===== src/rtl/sequential_select_pkg.sv =====
// sequential_select_pkg: shared word width, state encoding and bit order for the serializer/collector link
package sequential_select_pkg;
  localparam int DEF_WIDTH = 8;
  localparam bit LSB_FIRST = 1'b1;
  typedef enum logic {IDLE = 1'b0, COLLECT = 1'b1} state_t;
endpackage


===== src/rtl/bit_index_counter.sv =====
// bit_index_counter: mod-WIDTH index (clk, rst_n async low, clr sync, en) -> cnt, wrap when en at WIDTH-1
module bit_index_counter #(
  parameter int WIDTH = 8,
  parameter int CNT_W = $clog2(WIDTH)
) (
  input  logic             clk,
  input  logic             rst_n,
  input  logic             clr,
  input  logic             en,
  output logic [CNT_W-1:0] cnt,
  output logic             wrap
);
  assign wrap = en && cnt == CNT_W'(WIDTH - 1);
  always_ff @(posedge clk or negedge rst_n)
    if (!rst_n) cnt <= '0;
    else cnt <= clr ? '0 : en ? cnt + CNT_W'(1) : cnt;
endmodule


===== src/rtl/sequential_collect.sv =====
// sequential_collect: serial-to-parallel receiver (clk, master_rst_n, start, ser_in) -> par_out, valid, busy, bit_idx, word_cnt
module sequential_collect
  import sequential_select_pkg::*;
#(
  parameter int WIDTH  = DEF_WIDTH,
  parameter int CNT_W  = $clog2(WIDTH),
  parameter int WCNT_W = 8
) (
  input  logic              clk,
  input  logic              master_rst_n,
  input  logic              start,
  input  logic              ser_in,
  output logic [WIDTH-1:0]  par_out,
  output logic              valid,
  output logic              busy,
  output logic [CNT_W-1:0]  bit_idx,
  output logic [WCNT_W-1:0] word_cnt
);
  state_t           state;
  logic [WIDTH-1:0] sr_q;
  logic [WIDTH-1:0] sr_n;
  logic [CNT_W-1:0] slot;
  logic             done;
  bit_index_counter #(.WIDTH(WIDTH), .CNT_W(CNT_W)) u_idx (
    .clk   (clk),
    .rst_n (master_rst_n),
    .clr   (!start),
    .en    (start),
    .cnt   (bit_idx),
    .wrap  (done)
  );
  assign busy = state == COLLECT;
  assign slot = LSB_FIRST ? bit_idx : ~bit_idx;
  always_comb begin
    sr_n       = sr_q;
    sr_n[slot] = ser_in;
  end
  always_ff @(posedge clk or negedge master_rst_n)
    if (!master_rst_n) begin
      state    <= IDLE;
      sr_q     <= '0;
      par_out  <= '0;
      valid    <= 1'b0;
      word_cnt <= '0;
    end else begin
      state <= start ? COLLECT : IDLE;
      sr_q  <= start && !done ? sr_n : '0;
      valid <= done;
      if (done) begin
        par_out  <= sr_n;
        word_cnt <= word_cnt + WCNT_W'(1);
      end
    end
endmodule


===== config.mk =====
export PLATFORM = sky130hd
export DESIGN_NAME = sequential_collect
export DESIGN_NICKNAME = d
export VERILOG_FILES = /design/src/rtl/sequential_select_pkg.sv /design/src/rtl/bit_index_counter.sv /design/src/rtl/sequential_collect.sv
export SDC_FILE = /design/constraint.sdc
export NUM_CORES = 1
export LEC_CHECK = 0
export ABC_AREA = 1
export CAP_MARGIN = 0
export CORE_AREA = 5 5 57 59
export CTS_BUF_LIST = sky130_fd_sc_hd__clkbuf_4 sky130_fd_sc_hd__clkbuf_8
export DETAILED_ROUTE_END_ITERATION = 8
export DIE_AREA = 0 0 62 64
export GPL_TIMING_DRIVEN = 0
export HOLD_SLACK_MARGIN = 0.08
export MAX_ROUTING_LAYER = met4
export PLACE_DENSITY_LB_ADDON = 0.25
export SYNTH_ARGS = -nofsm -noshare
export SYNTH_HDL_FRONTEND = slang
export SYNTH_SLANG_ARGS = --single-unit

===== constraint.sdc =====
create_clock -name clk -period 1.55 [get_ports clk]
set_input_delay 0.3875 -clock clk [delete_from_list [all_inputs] [get_ports clk]]
set_output_delay 0.3875 -clock clk [all_outputs]
set_load 0.02 [all_outputs]

======== Yosys cells after proc, flatten, opt, wreduce, memory -nomap -nowiden ========
Index checks and enable logic that the tools add are counted.
word-level totals
  register bits ........................... 29
  latch bits .............................. 0
  bits in writable memories ............... 0
  memory bits (read-only) ................. 0
  input bits .............................. 4
  output and inout bits ................... 21
  word-level logic and storage cells ...... 21
  memories ................................ 0
operators by class
  $add $sub $neg .......................... 2
  multipliers ............................. 0
  div/mod/pow operators ................... 0
  magnitude comparators ................... 2
  equality and inequality tests ........... 1
  shift-type cells ........................ 0
  multiplexer cells ....................... 6
  bitwise operators ....................... 0
  reductions and logical operators ........ 4
operators with widths
  cell                                                                          count
  8-bit by 1-bit adder with 8-bit output, second input constant                 1
  8-bit bitwise mux                                                             1
  8-bit 2-to-1 mux                                                              1
  3-bit by 4-bit less-than comparator with 1-bit output, second input constant  1
  3-bit by 1-bit adder with 3-bit output, second input constant                 1
  1-bit demux with 3-bit select                                                 1
  3-bit == test, second input constant                                          1
  3-bit by 1-bit >= comparator with 1-bit output, second input constant         1
  1-bit logical AND                                                             3
  3-bit 2-to-1 mux                                                              1
  1-bit 2-to-1 mux                                                              2
  1-bit logical NOT                                                             1

======== Longest topological paths before layout ========
Gate-level depths: netlist (run 1).
  depth after elaboration ................. 6
  depth in mapped cells ................... 8
  mapped depth without buffers ............ 8

======== Hierarchy ========
Synthesis (run 1) repeated with hierarchy kept, for this count alone.
second synthesis, totals
  cell total of the unflattened synthesis .. 166
  area, all modules ....................... 1,393.8 sq um
by module, submodules not included
  module              instances  cells each  area an instance (sq um)  seq. area each (sq um)
  sequential_collect  1          147         1,238.7                   650.6
  bit_index_counter   1          19          155.1                     75.1

======== Worst setup path after synthesis (run 1) ========
Ideal clock, no wire load.
  kind .................................... register -> register
  from .................................... register u_idx.cnt[0]
  to ...................................... register par_out[7]
  setup time .............................. 0.124 ns
  arrival time ............................ 1.287 ns
  required time ........................... 1.426 ns
  setup slack ............................. 0.139 ns
  stages on the path, launching flop included .. 8
  path buffers ............................ 1
  period minus slack after synthesis ...... 1.411 ns
  cell sequence ........................... dfrtp_1 -> ha_1 -> ha_1 -> nand2_1 -> inv_1 -> buf_4 -> o211ai_1 -> nand2_1
between the ends
  elaborated cells on any way between the ends .. 8
  classes of those cells .................. order compare (2); eq/ne (1); mux (3); reduce/logical (2)
RTL lines
  element                 RTL line                  RTL
  start, declared         bit_index_counter.sv:10   output logic [CNT_W-1:0] cnt,
  start signal, assigned  bit_index_counter.sv:16   else cnt <= clr ? '0 : en ? cnt + CNT_W'(1) : cnt;
  3-bit == test           bit_index_counter.sv:13   assign wrap = en && cnt == CNT_W'(WIDTH - 1);
  1-bit logical AND       bit_index_counter.sv:13
  named net done          sequential_collect.sv:23  logic done;
  end signal, assigned    sequential_collect.sv:50  par_out <= sr_n;
  end, declared           sequential_collect.sv:13  output logic [WIDTH-1:0] par_out,
The timed path passes the listed nets, and every way through them passes these cells.
A chain may end at the register's enable or synchronous reset.

======== Worst setup path after layout (run 1) ========
  from .................................... register word_cnt[2]
  to ...................................... output word_cnt[2]
RTL lines
  element                 RTL line                  RTL
  start, declared         sequential_collect.sv:17  output logic [WCNT_W-1:0] word_cnt
  start signal, assigned  sequential_collect.sv:51  word_cnt <= word_cnt + WCNT_W'(1);
No word-level cell between the ends.

==> results.cfg, run 1 <==
[layout]
area.growth.synth_to_final_pct = 22.7
finish.net_count = 193
final_cells = 218
stdcell_area_um2 = 1630
drive_gt1_frac = 0.102
diodes_inserted = 0

[synth]
yosysSeqAreaShare = 0.545
synth.ff_latch_count = 29
syn_area_per_cell_um2 = 8.59
synth.distinct_cells = 18
ys_top_cells_by_area = sky130_fd_sc_hd__dfrtp_1 (55%), sky130_fd_sc_hd__nand2_1 (14%), sky130_fd_sc_hd__nand3_1 (6.8%)
synth_top_flop_cell = sky130_fd_sc_hd__dfrtp_1
synth_top_cell_by_area = sky130_fd_sc_hd__dfrtp_1
post_synth_most_frequent_cells = sky130_fd_sc_hd__nand2_1 (51), sky130_fd_sc_hd__dfrtp_1 (29), sky130_fd_sc_hd__inv_1 (19), sky130_fd_sc_hd__nand3_1 (18), sky130_fd_sc_hd__nor2_1 (11)
asyncSetResetFlopFracSynth = 1.00
mappedNetlistNets = 162
synthDominantCellAreaShare = 0.545
synth_edf_count = 0
ys.warnings.count = 0
cells_after_synth = 155
mappedNetlistArea_um2 = 1330
most_repeated_cell_in_the_gate_level_netlist_after_synthesis = sky130_fd_sc_hd__nand2_1

[power]
max_rail_drop_vdd_uv = 822
power_per_cell_area_nw_per_um2 = 879
leakage_uw = 0.000963

[cts]
clkTransAtPathRegs_ps = 90
tritoncts.num_buffers = 5
clock-root-buffer = sky130_fd_sc_hd__clkbuf_4
cts.repair_timing.setup_buffer_count = 0
clock_insertion_delay_worst_skew_ps = 320
clock_tree_from_tritoncts = yes
cts-htree-levels = 2
post_cts_hold_buffer_count = 0
cts-root-to-sink-buffers = 2
clock_sink_count = 29

[timing]
setup_viol = 0
max_slew.worst_pin.slew_ps = 635
layout_min_cycle_time_ps = 1490
finalClockSkew_ps = 3.28
maximum_operating_frequency_mhz = 673
final.period_utilization = 0.959
grt_setup_unrepaired = false
hold_slack_ps = 74.5
timing.final.ws_setup_ps = 63.4
hold_fails_final_rpt = 0
finalMaxSlewViolations = 0
timing.slew.headroom = 0.577

[setup_path]
crit_path_start_kind = register
worstSetupEndpointType = output pin
cp_cell_sequence = dlygate4sd2_1
worstPathMaxFanout = 4
cp.arrival_ps = 1100
worst-endpoint-required_ps = 1160
cp_slowest_cell = sky130_fd_sc_hd__dfrtp_1
critical_path.top_delay_family = flip-flops
crit_type = reg2out
cpPeakStageDelay_ps = 420
critical_path_buf_inv_count = 1

[die]
rows = 19
floorplan.io_pins = 25
chip_width_um = 62
die_height_um = 64
floorplan.initialDensity = 0.500
design.core.area_um2 = 2660
die_area_um2 = 3970

[hold_path]
worst_hold_path_type = in2async

[drt]
detailedRoute.firstPassIterationCount = 4
first_iter_violations = 30
route.detailed.wl_per_inst_um = 12.2
route.antenna.remaining_nets = 0
finalWirelength_um = 2660
detail_route.vias_per_cell = 4.92
drc = 0
route.vias.total = 1073

[placement]
worst_setup_timing_slack_at_the_placement_stage_ps = -416
gpl.final_weighted_congestion = 0.822
dpl_cell_area_um2 = 1610
io_buffers = 24
placed_cells = 210
detailed_placement_wirelength_estimate_um = 1900

[global_routing]
grt_overflow_total = 0
gr-usage-all-layers = 0.159
grt_pass1_vias = 1026
grt_max_degree = 30
antenna_found_initial = 0
grt_first_pass_wirelength_um = 4560

[job]
maxCapViolations = 0

[status]
run_status = complete, no violations
[sequential cells by signal (all words and copies together), names as in the netlist]
register and flops:
u_idx.cnt 3, valid 1, par_out 8, sr_q 8, busy 1, word_cnt 8
[per-stage QoR]
| step | util | total power, µW | setup TNS, ps |
|---|---|---|---|
| 2_1_floorplan | - | 938 | 0 |
| 3_5_place_dp | 0.605 | 1020 | -12670 |
| 6_report | 0.614 | 1440 | 0 |
| 4_1_cts | 0.615 | 1460 | 0 |
| 3_3_place_gp | 0.605 | 1020 | -10320 |
| 5_1_grt | 0.614 | 1530 | 0 |
[timing repair]
action | in CTS | in global routing
endpoints found under the setup margin | 50 | 3
resized for setup | 22 | 4
pin swaps | 0 | 0
cloned | 0 | 0
[power by group]
group          internal, µW  switching [µW]  leakage (µW)
clock                   190             255     0.0000354
combinational          67.4             119      0.000536
sequential              786            18.5      0.000392
total                  1040             393      0.000963
[layer usage]
| layer | track usage | part of all wire | vias to the layer above |
|---|---|---|---|
| li1 | - | - | 550 |
| met5 | - | 0 | - |
| met4 | 0.0610 | 0.015 | 0 |
| met3 | 0.0624 | 0.054 | 5 |
| met1 | 0.197 | 0.45 | 494 |
| met2 | 0.232 | 0.48 | 24 |
[final cells by class]
class                      instances  area, µm²
fill                             262       1030
buffer                             6       51.3
clock buffer                       6       45.0
clock inverter                     2       10.0
timing repair buffer              24        206
inverter                          20       75.1
tap                               31       38.8
multi-input combinational        100        482
sequential                        29        726
[final timing paths]
check	from	to	slack, ps	depth (start not counted)
hold / removal	master_rst_n	par_out[0]$_DFFE_PN0P_	70	1
max in group asynchronous	master_rst_n	par_out[3]$_DFFE_PN0P_	1060	1
hold reg to reg	par_out[2]$_DFFE_PN0P_	par_out[2]$_DFFE_PN0P_	480	2
min in group clk	par_out[2]$_DFFE_PN0P_	par_out[2]$_DFFE_PN0P_	480	2
setup reg to reg	u_idx.cnt[1]$_DFF_PN0_	par_out[7]$_DFFE_PN0P_	130	7
setup / recovery	word_cnt[2]$_DFFE_PN0P_	word_cnt[2]	60	1
[layout by cell type (no fill, tap or decap), types with 3 or more instances in the layout]
| master | count |
|---|---|
| sky130_fd_sc_hd__buf_2 | 3 |
| sky130_fd_sc_hd__nor2_1 | 11 |
| sky130_fd_sc_hd__nand3_1 | 18 |
| sky130_fd_sc_hd__nand2_1 | 50 |
| sky130_fd_sc_hd__dlygate4sd2_1 | 19 |
| sky130_fd_sc_hd__inv_1 | 19 |
| sky130_fd_sc_hd__buf_6 | 3 |
| sky130_fd_sc_hd__dfrtp_1 | 29 |
| sky130_fd_sc_hd__clkbuf_4 | 6 |
| sky130_fd_sc_hd__ha_1 | 3 |
| sky130_fd_sc_hd__nand4_1 | 7 |
[cell families (layout without fill, tap and decap cells)]
logic type      after synthesis  in the layout  synth area share
xor+xnor                      4              4            0.0263
flops                        29             29             0.545
fa+ha+maj                     3              3            0.0282
buf+inv                      26             58            0.0949
compound gates                2              2           0.00940
simple gates                 91             91             0.296
No activity file was read; power rests on OpenSTA's default activity.
==> run 2: changes to the inputs <==
--- a/config.mk
+++ b/config.mk
@@ -7,10 +7,10 @@
 export LEC_CHECK = 0
 export ABC_AREA = 1
 export CAP_MARGIN = 0
-export CORE_AREA = 5 5 57 59
+export CORE_AREA = 5 5 55 57
 export CTS_BUF_LIST = sky130_fd_sc_hd__clkbuf_4 sky130_fd_sc_hd__clkbuf_8
 export DETAILED_ROUTE_END_ITERATION = 8
-export DIE_AREA = 0 0 62 64
+export DIE_AREA = 0 0 60 62
 export GPL_TIMING_DRIVEN = 0
 export HOLD_SLACK_MARGIN = 0.08
 export MAX_ROUTING_LAYER = met4
==> constraint.sdc (replaced) <==
create_clock -name clk -period 1.8 [get_ports clk]
set_input_delay 0.45 -clock clk [delete_from_list [all_inputs] [get_ports clk]]
set_output_delay 0.45 -clock clk [all_outputs]
set_load 0.02 [all_outputs]
==> results.cfg, run 2 (synthesis results as in run 1) <==
[power]
power_per_cell_area_nw_per_um2 = 769
max_rail_drop_vdd_uv = 513
design_power_total_uw = 1270
leakage_uw = 0.000955

[timing]
final.period_utilization = 0.965
layout_min_cycle_time_ps = 1740
finalSetupTns_ps = 0
hold_fails_final_rpt = 0
max_slew.worst_pin.slew_ps = 645
maximum_operating_frequency_mhz = 576
timing.final.ws_setup_ps = 63.1
finalMaxSlewViolations = 0
finalClockSkew_ps = 6.99
timing.slew.headroom = 0.570
grt_setup_unrepaired = false
setup_viol = 0

[die]
chip_width_um = 60
die_area_um2 = 3720
floorplan.initialDensity = 0.547
design.core.area_um2 = 2430
floorplan.io_pins = 25
die_height_um = 62
rows = 18

[placement]
worst_setup_timing_slack_at_the_placement_stage_ps = -209
gpl.final_weighted_congestion = 0.764
io_buffers = 24
detailed_placement_wirelength_estimate_um = 1830
dpl_cell_area_um2 = 1610

[drt]
detail_route.vias_per_cell = 5.00
detailedRoute.firstPassIterationCount = 4
first_iter_violations = 23
drc = 0
finalWirelength_um = 2630
route.vias.total = 1081
route.antenna.remaining_nets = 0
route.detailed.wl_per_inst_um = 12.2

[global_routing]
grt_overflow_total = 0
grt_max_degree = 30
gr-usage-all-layers = 0.174
grt_pass1_vias = 1084
antenna_found_initial = 0
grt_first_pass_wirelength_um = 4560

[status]
run_status = complete, no violations

[layout]
diodes_inserted = 0
stdcell_area_um2 = 1660
area.growth.synth_to_final_pct = 24.4
layout_commonest_cell = sky130_fd_sc_hd__nand2_1
final_util = 0.681
layout.cells.most_common_list = sky130_fd_sc_hd__nand2_1 (51), sky130_fd_sc_hd__dfrtp_1 (29), sky130_fd_sc_hd__inv_1 (19), sky130_fd_sc_hd__nand3_1 (18), sky130_fd_sc_hd__clkdlybuf4s50_1 (12)
layout_top_registers = par_out (8), sr_q (8), word_cnt (8)
drive_gt1_frac = 0.0860
finish.net_count = 193

[job]
maxCapViolations = 0

[setup_path]
crit-reg2reg-launch = u_idx.cnt[1]$_DFF_PN0_
crit_path_start_kind = register
critical_path.top_delay_family = buffers and inverters
critical_path_buf_inv_count = 1
worst-endpoint-required_ps = 1350
worstPathMaxFanout = 3
crit_type = reg2out
cpPeakStageDelay_ps = 610
reg2reg_depth = 7
cp_cell_sequence = clkdlybuf4s50_1
r2r_setup_slack_ps = 370
worstSetupEndpointType = output pin
cp_slowest_cell = sky130_fd_sc_hd__clkdlybuf4s50_1
timing.rr.end = par_out[7]$_DFFE_PN0P_
cp.arrival_ps = 1290

[cts]
clock_tree_from_tritoncts = yes
post_cts_hold_buffer_count = 0
cts-root-to-sink-buffers = 2
tritoncts.num_buffers = 5
cts-htree-levels = 2
clock_insertion_delay_worst_skew_ps = 320
clock_sink_count = 29
cts.repair_timing.setup_buffer_count = 0
clock-root-buffer = sky130_fd_sc_hd__clkbuf_4
clkTransAtPathRegs_ps = 90

[hold_path]
worst_hold_path_type = in2async
run 2: cell types whose count changed in the layout (fill, tap and decap cells not counted), sizes merged:
| cell | before | now |
|---|---|---|
| clkdlybuf4s50 | 2 | 12 |
| dlygate4sd2 | 19 | 9 |
| clkinv | 2 | 0 |
| dlymetal6s2s | 0 | 2 |
| clkdlybuf4s15 | 1 | 0 |
run 2: layout make-up:
type	count	area [µm²]
fillers	219	776
well taps	30	37.5
multi-input cells	100	479
repair buffers	24	229
flip-flops and latches	29	726
inverters	20	75.1
plain buffers	6	51.3
clock buffers	7	58.8
run 2: power by group:
group          switching (µW)  total [µW]  internal (µW)
logic                     103         167           63.9
registers                15.5         692            677
clock network             216         415            199
run 2: layer usage:
metal | up-vias | global-route usage | share of wire
met2 | 28 | 0.285 | 0.49
met3 | 6 | 0.0661 | 0.050
met4 | 0 | 0.0886 | 0.015
met5 | - | - | 0
met1 | 502 | 0.184 | 0.45
li1 | 545 | - | -
run 2: repair_timing:
action                     4_1_cts  5_1_grt
gates resized for setup          9        2
setup endpoints to repair        9        2
cloned                           0        0
run 2: how the worst max path moves through the flow:
stage,from,to,depth (start not counted)
after floorplan,u_idx.cnt[0]$_DFF_PN0_,par_out[7]$_DFFE_PN0P_,7
after global placement,master_rst_n,word_cnt[5]$_DFFE_PN0P_,1
after detailed placement,master_rst_n,word_cnt[5]$_DFFE_PN0P_,1
after CTS,u_idx.cnt[0]$_DFF_PN0_,bit_idx[0],1
after global routing,par_out[7]$_DFFE_PN0P_,par_out[7],1
final,word_cnt[7]$_DFFE_PN0P_,word_cnt[7],1
run 2: stage by stage:
step / hold WS, ps / instances
after global routing: 176 / 216
after floorplan: 154 / 155
after global placement: 464 / 209
final: 142 / 216
after CTS: 490 / 216
after detailed placement: 467 / 209
